==> config.mk <==
export PLATFORM = sky130hd
export DESIGN_NAME = multicycle_controller
export DESIGN_NICKNAME = d
export VERILOG_FILES = /design/src/rtl/mips_defs_pkg.sv /design/src/rtl/mem_wait_timer.sv /design/src/rtl/multicycle_controller.sv
export SDC_FILE = /design/constraint.sdc
export NUM_CORES = 1
export LEC_CHECK = 0
export ABC_AREA = 1
export BUFFER_PORTS_ARGS = -buffer_cell sky130_fd_sc_hd__buf_2
export CAP_MARGIN = 10
export CORE_AREA = 2 2 63 65
export CTS_BUF_LIST = sky130_fd_sc_hd__clkbuf_8
export CTS_CLUSTER_DIAMETER = 200
export DETAILED_ROUTE_END_ITERATION = 10
export DIE_AREA = 0 0 65 67
export GPL_ROUTABILITY_DRIVEN = 0
export GPL_TIMING_DRIVEN = 0
export PLACE_DENSITY_LB_ADDON = 0.3
export REMOVE_ABC_BUFFERS = 1
export SLEW_MARGIN = 20
export SYNTH_ARGS = -nofsm -noshare
export SYNTH_HDL_FRONTEND = slang
export SYNTH_SLANG_ARGS = --single-unit
==> constraint.sdc <==
create_clock -name clk -period 1.55 [get_ports clk]
set_input_delay 0.2325 -clock clk [delete_from_list [all_inputs] [get_ports clk]]
set_output_delay 0.2325 -clock clk [all_outputs]
set_load 0.005 [all_outputs]
==> src/rtl/mips_defs_pkg.sv <==
// Shared ISA, ALU, state and datapath-select encodings for the multi-cycle MIPS-subset CPU.
package mips_defs_pkg;

    localparam logic [5:0] OP_RTYPE = 6'h00;
    localparam logic [5:0] OP_J     = 6'h02;
    localparam logic [5:0] OP_JAL   = 6'h03;
    localparam logic [5:0] OP_BEQ   = 6'h04;
    localparam logic [5:0] OP_BNE   = 6'h05;
    localparam logic [5:0] OP_ADDI  = 6'h08;
    localparam logic [5:0] OP_XORI  = 6'h0E;
    localparam logic [5:0] OP_LW    = 6'h23;
    localparam logic [5:0] OP_SW    = 6'h2B;

    localparam logic [5:0] FN_JR  = 6'h08;
    localparam logic [5:0] FN_ADD = 6'h20;
    localparam logic [5:0] FN_SUB = 6'h22;
    localparam logic [5:0] FN_SLT = 6'h2A;

    typedef enum logic [2:0] {
        ALU_ADD  = 3'd0,
        ALU_SUB  = 3'd1,
        ALU_XOR  = 3'd2,
        ALU_SLT  = 3'd3,
        ALU_AND  = 3'd4,
        ALU_OR   = 3'd5,
        ALU_NOR  = 3'd6,
        ALU_PASS = 3'd7
    } alu_op_e;

    typedef enum logic [2:0] {
        S_FETCH  = 3'd0,
        S_DECODE = 3'd1,
        S_EXEC   = 3'd2,
        S_MEMACC = 3'd3,
        S_WB     = 3'd4,
        S_TRAP   = 3'd5
    } state_e;

    typedef enum logic [1:0] {
        PC_PLUS4  = 2'd0,
        PC_BRANCH = 2'd1,
        PC_JUMP   = 2'd2,
        PC_RS     = 2'd3
    } pc_src_e;

    typedef enum logic [1:0] {
        SRCB_RT   = 2'd0,
        SRCB_SEXT = 2'd1,
        SRCB_ZEXT = 2'd2,
        SRCB_FOUR = 2'd3
    } src_b_e;

    typedef enum logic [1:0] {
        DST_RT  = 2'd0,
        DST_RD  = 2'd1,
        DST_R31 = 2'd2
    } reg_dst_e;

    typedef enum logic [1:0] {
        WB_ALU = 2'd0,
        WB_MDR = 2'd1,
        WB_PC  = 2'd2
    } wb_sel_e;

endpackage

==> src/rtl/mem_wait_timer.sv <==
// Wait-state counter for memory requests; flags when the next low mem_ready cycle must trap.
module mem_wait_timer #(
    parameter int unsigned LIMIT = 255
) (
    input  logic clk,
    input  logic reset_n,
    input  logic clear,
    input  logic count_en,
    output logic limit_reached
);

    localparam logic [7:0] LAST = 8'(LIMIT - 1);

    logic [7:0] count;

    always_ff @(posedge clk) begin
        if (!reset_n || clear)
            count <= 8'd0;
        else if (count_en)
            count <= count + 8'd1;
    end

    assign limit_reached = (count == LAST);

endmodule

==> src/rtl/multicycle_controller.sv <==
// Multi-cycle sequencing FSM: drives datapath enables/selects and the shared-memory handshake.
module multicycle_controller
    import mips_defs_pkg::*;
#(
    parameter int unsigned TIMEOUT_CYCLES = 255
) (
    input  logic       clk,
    input  logic       reset_n,
    input  logic [5:0] opcode,
    input  logic [5:0] funct,
    input  logic       alu_zero,
    input  logic       mem_ready,
    output logic       mem_re,
    output logic       mem_we,
    output logic       addr_sel,
    output logic       ir_we,
    output logic       pc_we,
    output logic [1:0] pc_src,
    output logic [2:0] alu_op,
    output logic [1:0] alu_src_b,
    output logic       reg_we,
    output logic [1:0] reg_dst,
    output logic [1:0] wb_sel,
    output logic       instr_done,
    output logic       fault
);

    state_e  state, state_next;
    alu_op_e exec_alu;
    src_b_e  exec_src_b;
    logic    is_r_alu, is_jr, is_branch, is_mem, is_valid;
    logic    wait_state, limit_reached;

    assign is_r_alu  = (opcode == OP_RTYPE) &&
                       (funct == FN_ADD || funct == FN_SUB || funct == FN_SLT);
    assign is_jr     = (opcode == OP_RTYPE) && (funct == FN_JR);
    assign is_branch = (opcode == OP_BEQ) || (opcode == OP_BNE);
    assign is_mem    = (opcode == OP_LW) || (opcode == OP_SW);
    assign is_valid  = is_r_alu || is_branch || is_mem ||
                       (opcode == OP_ADDI) || (opcode == OP_XORI);

    // The counter only runs while a request is outstanding; any other cycle rearms it.
    assign wait_state = (state == S_FETCH) || (state == S_MEMACC);

    mem_wait_timer #(.LIMIT(TIMEOUT_CYCLES)) u_timer (
        .clk           (clk),
        .reset_n       (reset_n),
        .clear         (!wait_state || mem_ready),
        .count_en      (wait_state && !mem_ready),
        .limit_reached (limit_reached)
    );

    always_ff @(posedge clk) begin
        if (!reset_n) begin
            state <= S_FETCH;
            fault <= 1'b0;
        end else begin
            state <= state_next;
            if (state_next == S_TRAP)
                fault <= 1'b1;
        end
    end

    // ALU setup shared by EXEC and WB so the result stays stable through write-back.
    always_comb begin
        exec_alu   = ALU_ADD;
        exec_src_b = SRCB_RT;
        case (opcode)
            OP_RTYPE: begin
                if (funct == FN_SUB)
                    exec_alu = ALU_SUB;
                else if (funct == FN_SLT)
                    exec_alu = ALU_SLT;
            end
            OP_ADDI, OP_LW, OP_SW: exec_src_b = SRCB_SEXT;
            OP_XORI: begin
                exec_alu   = ALU_XOR;
                exec_src_b = SRCB_ZEXT;
            end
            OP_BEQ, OP_BNE: exec_alu = ALU_SUB;
            default: ;
        endcase
    end

    always_comb begin
        state_next = state;
        mem_re     = 1'b0;
        mem_we     = 1'b0;
        addr_sel   = 1'b0;
        ir_we      = 1'b0;
        pc_we      = 1'b0;
        pc_src     = PC_PLUS4;
        alu_op     = ALU_ADD;
        alu_src_b  = SRCB_RT;
        reg_we     = 1'b0;
        reg_dst    = DST_RT;
        wb_sel     = WB_ALU;
        instr_done = 1'b0;
        case (state)
            S_FETCH: begin
                mem_re    = 1'b1;
                alu_src_b = SRCB_FOUR;
                if (mem_ready) begin
                    ir_we      = 1'b1;
                    pc_we      = 1'b1;
                    state_next = S_DECODE;
                end else if (limit_reached) begin
                    state_next = S_TRAP;
                end
            end
            S_DECODE: begin
                if (opcode == OP_J || opcode == OP_JAL) begin
                    pc_we      = 1'b1;
                    pc_src     = PC_JUMP;
                    instr_done = 1'b1;
                    state_next = S_FETCH;
                    if (opcode == OP_JAL) begin
                        reg_we  = 1'b1;
                        reg_dst = DST_R31;
                        wb_sel  = WB_PC;
                    end
                end else if (is_jr) begin
                    pc_we      = 1'b1;
                    pc_src     = PC_RS;
                    instr_done = 1'b1;
                    state_next = S_FETCH;
                end else if (is_valid) begin
                    state_next = S_EXEC;
                end else begin
                    state_next = S_TRAP;
                end
            end
            S_EXEC: begin
                alu_op    = exec_alu;
                alu_src_b = exec_src_b;
                if (is_branch) begin
                    pc_src     = PC_BRANCH;
                    pc_we      = (opcode == OP_BEQ) ? alu_zero : !alu_zero;
                    instr_done = 1'b1;
                    state_next = S_FETCH;
                end else if (is_mem) begin
                    state_next = S_MEMACC;
                end else begin
                    state_next = S_WB;
                end
            end
            S_MEMACC: begin
                addr_sel = 1'b1;
                mem_re   = (opcode == OP_LW);
                mem_we   = (opcode == OP_SW);
                if (mem_ready) begin
                    if (opcode == OP_LW) begin
                        state_next = S_WB;
                    end else begin
                        instr_done = 1'b1;
                        state_next = S_FETCH;
                    end
                end else if (limit_reached) begin
                    state_next = S_TRAP;
                end
            end
            S_WB: begin
                reg_we     = 1'b1;
                instr_done = 1'b1;
                alu_op     = exec_alu;
                alu_src_b  = exec_src_b;
                if (opcode == OP_RTYPE)
                    reg_dst = DST_RD;
                else if (opcode == OP_LW)
                    wb_sel = WB_MDR;
                state_next = S_FETCH;
            end
            S_TRAP:  state_next = S_TRAP;
            default: state_next = S_TRAP;
        endcase
        // Reset must silence every strobe before the clock edge takes effect.
        if (!reset_n) begin
            mem_re     = 1'b0;
            mem_we     = 1'b0;
            addr_sel   = 1'b0;
            ir_we      = 1'b0;
            pc_we      = 1'b0;
            pc_src     = PC_PLUS4;
            alu_op     = ALU_ADD;
            alu_src_b  = SRCB_RT;
            reg_we     = 1'b0;
            reg_dst    = DST_RT;
            wb_sel     = WB_ALU;
            instr_done = 1'b0;
        end
    end

endmodule

==> impl_results.md <==
* Synthesized area at 0.00107 mm²
* Startpoint Class: flop
* Final nets at 238
* Vert. Die Dim at 67 µm
* DRT iter0 DRCs at 33
* Required @ worst endpoint at 1.32 ns
* Worst VDD drop at 0.326 mV
* Ranking of synthesized cells by area: dfxtp_1 (23%), nor2_1 (13%), nand2_1 (13%)
* Die area at 0.00436 mm²
* Setup TNS at -0.148 ns
* Largest net degree at the start of global routing at 9
* Reg2reg start: state[1]
* Sequential area share after synthesis at 0.225
* Initial antenna violation count at 0
* CP delay by family, top: simple AND/OR/NAND/NOR gates
* Post-CTS Hold Buffers at 0
* Unique masters post-synth at 29
* CP Capture Point: reg_dst[1]
* Most frequent cells in the layout: nor2_1 (35), nand2_1 (34), buf_2 (33)
* Met3 global-route usage at 0.0152
* Period utilization at 1.02
* Switching power total at 0.388 mW
* Levels on crit path at 5
* Min-Delay Startpoint: reset_n
* Fmax at 631 MHz
* Crit path buf inv count at 2
* Adder-cell share of the synthesized area at 0.0235
* Vias in the first global route at 1053
* Avg Cell Area, Syn at 6.06 µm²
* Die width at 65 µm
* Synthesized instance count at 176
* Met1 Use GR at 0.159
* WP data arrival at 1.35 ns
* Max FO, Critical Path at 5
* Met2 Use GR at 0.228
* Reg2reg setup slack at 0.05 ns
* Worst-skew pair later-pin latency at 0.24 ns
* Final setup fails at 6
* Max-cap violations at 0
* Power Internal at 0.741 mW
* CP endpoint kind: output pin
* Starting Density at 0.296
* GRT Total Usage at 0.130
* Failing checks: negative setup slack
* Post-synthesis mux area share at 0
* TritonCTS Buffers at 3
* Residual DRC at 0
* Detailed Route WL at 2700 µm
* Minimum clock period after layout at 1.58 ns
* Antenna viol nets, final at 0
* Synth Area in XOR/XNOR at 0.0493
* Area Overhead vs Synth at 37.7%
* Pre-antenna DRT Iters at 4
* Antenna diode instance count at 0
* Yosys warnings at 0
* Critical R2R Capture: fault
* Core area at 0.00361 mm²
* Layout cells sized above 1 at 0.379
* Net Sw Frac at 0.344
* Clock Tree Buf Depth at 2
* Vias at 1186
* Area leader, netlist: dfxtp_1
* Final Slew Violations at 0
* DP HPWL at 2160 µm
* Status: complete, but fails checks
* Top Usage Layer GRT: met2
* Worst clock skew at 0.000738 ns
* Site row count at 22
* Drt via density at 4.44
* Hold crit path type: input port to flop
* Placed cells at 255
* Crit Path Category: flop to output pin
* Clock power frac at 0.301
* Simple-Gate Fraction of Synth Area at 0.520
* Slowest CP cell: dfxtp_4
* Number of I/O pins at 35
* Pwr Density at 769 mW/mm²
* Synth top area share at 0.225
* Routed length per instance at 10.1 µm
* Setup ws final at -0.0349 ns
* GRT Residual Overflow at 0
* Clock sinks at 12
* Seq cells post-synth at 12
* Comb power frac at 0.363
* Max H-tree Level at 1
* Flop pwr share at 0.336
* Critical Path Max Stage Delay at 0.38 ns
* Final Hold Vio Count at 0
* Clk root buf: clkbuf_8
* First-pass GRT wire length at 4420 µm
* RSZ-0062 raised after global routing: yes
* Post-synthesis compound-gate area fraction at 0.0822
* TritonCTS clock tree: yes
* Reg2reg path depth at 10
* IO buf count at 33
* LEAKAGE at 0.689 nW
* Worst-path clk slew at 0.05 ns
* Worst Setup SP: state[1]
* Final cell count without fillers at 267
* Cell chain of the critical path: nor3_4, buf_4, nand3_2, nor2_1, buf_2
* Commonest non-fill, non-tap cell in the layout: nor2_1
* Main combinational cell family by area after synthesis: simple AND/OR/NAND/NOR gates
==> per-layer routing <==
metal,wire length [µm],vias to the layer above
met3,84,5
met5,0,-
met1,1220,520
li1,-,641
met2,1340,20
met4,51,0
==> worst reg2reg max path, delay by kind of cell (launching register included) <==
| family | cells | cell delay (ns) |
|---|---|---|
| buffers and inverters | 3 | 0.38 |
| DFF | 1 | 0.38 |
| and+or+nand+nor | 7 | 0.69 |
==> synth_stat cells, drive strengths merged <==
cell,count
inv,21
o21ai,7
xor2,5
nand3,17
ha,2
nand3b,1
o22ai,1
nand4,3
a31oi,2
xnor2,1
buf,2
a21oi,6
or2,1
conb,1
clkinv,2
nand2,43
dfxtp,12
nor3,4
nor2,45
==> sequential cells by signal (all words and copies together) (netlist names) <==
signal,count
fault,1
state,3
u_timer.count,8
==> how the worst min path moves through the flow <==
stage | endpoint | slack (ns) | cells past startpoint
after detailed placement | fault | 0.47 | 2
after floorplan | fault | 0.34 | 2
after global routing | fault | 0.38 | 3
after global placement | fault | 0.43 | 2
after CTS | fault | 0.32 | 3
final | fault | 0.32 | 3
==> power groups by stage <==
stage	clock (mW)	combinational [mW]	sequential [mW]
floorplan	0	0.214	0.369
CTS	0.353	0.387	0.379
global placement	0	0.327	0.375
finish	0.340	0.410	0.379
global route	0.376	0.460	0.384
detailed placement	0	0.327	0.375
==> cell families (layout without fill, tap and decap cells) <==
logic type / Yosys count / after routing
xor+xnor: 6 / 6
simple gates: 114 / 114
other cells: 1 / 1
buf+inv: 25 / 68
compound gates: 16 / 16
flops: 12 / 12
fa+ha+maj: 2 / 2
==> stage by stage <==
step	setup WS, ns	utilization	cell area [µm²]	total power, mW	hold WS, ns
final	-0.0349	0.407	1470	1.13	0.318
after global routing	-0.120	0.407	1470	1.22	0.380
after CTS	-0.0211	0.394	1420	1.12	0.321
after detailed placement	-0.0276	0.354	1280	0.702	0.466
after global placement	-0.0411	0.354	1280	0.702	0.435
after floorplan	0.290	-	1050	0.583	0.343
==> repair_timing <==
action | in CTS | in global routing
cloned | 0 | 0
pin swaps | 2 | 7
gates resized for setup | 20 | 7
buffers inserted | 5 | 3
endpoints found under the setup margin | 14 | 18
==> layout make-up <==
class | count | area, µm²
Clock buffer | 4 | 55.1
Fill cell | 392 | 2140
Inverter | 23 | 95.1
Multi-Input combinational cell | 139 | 781
Sequential cell | 12 | 251
Tap cell | 48 | 60.1
Timing Repair Buffer | 41 | 225
Note: power is estimated with default switching activity, not from simulation.
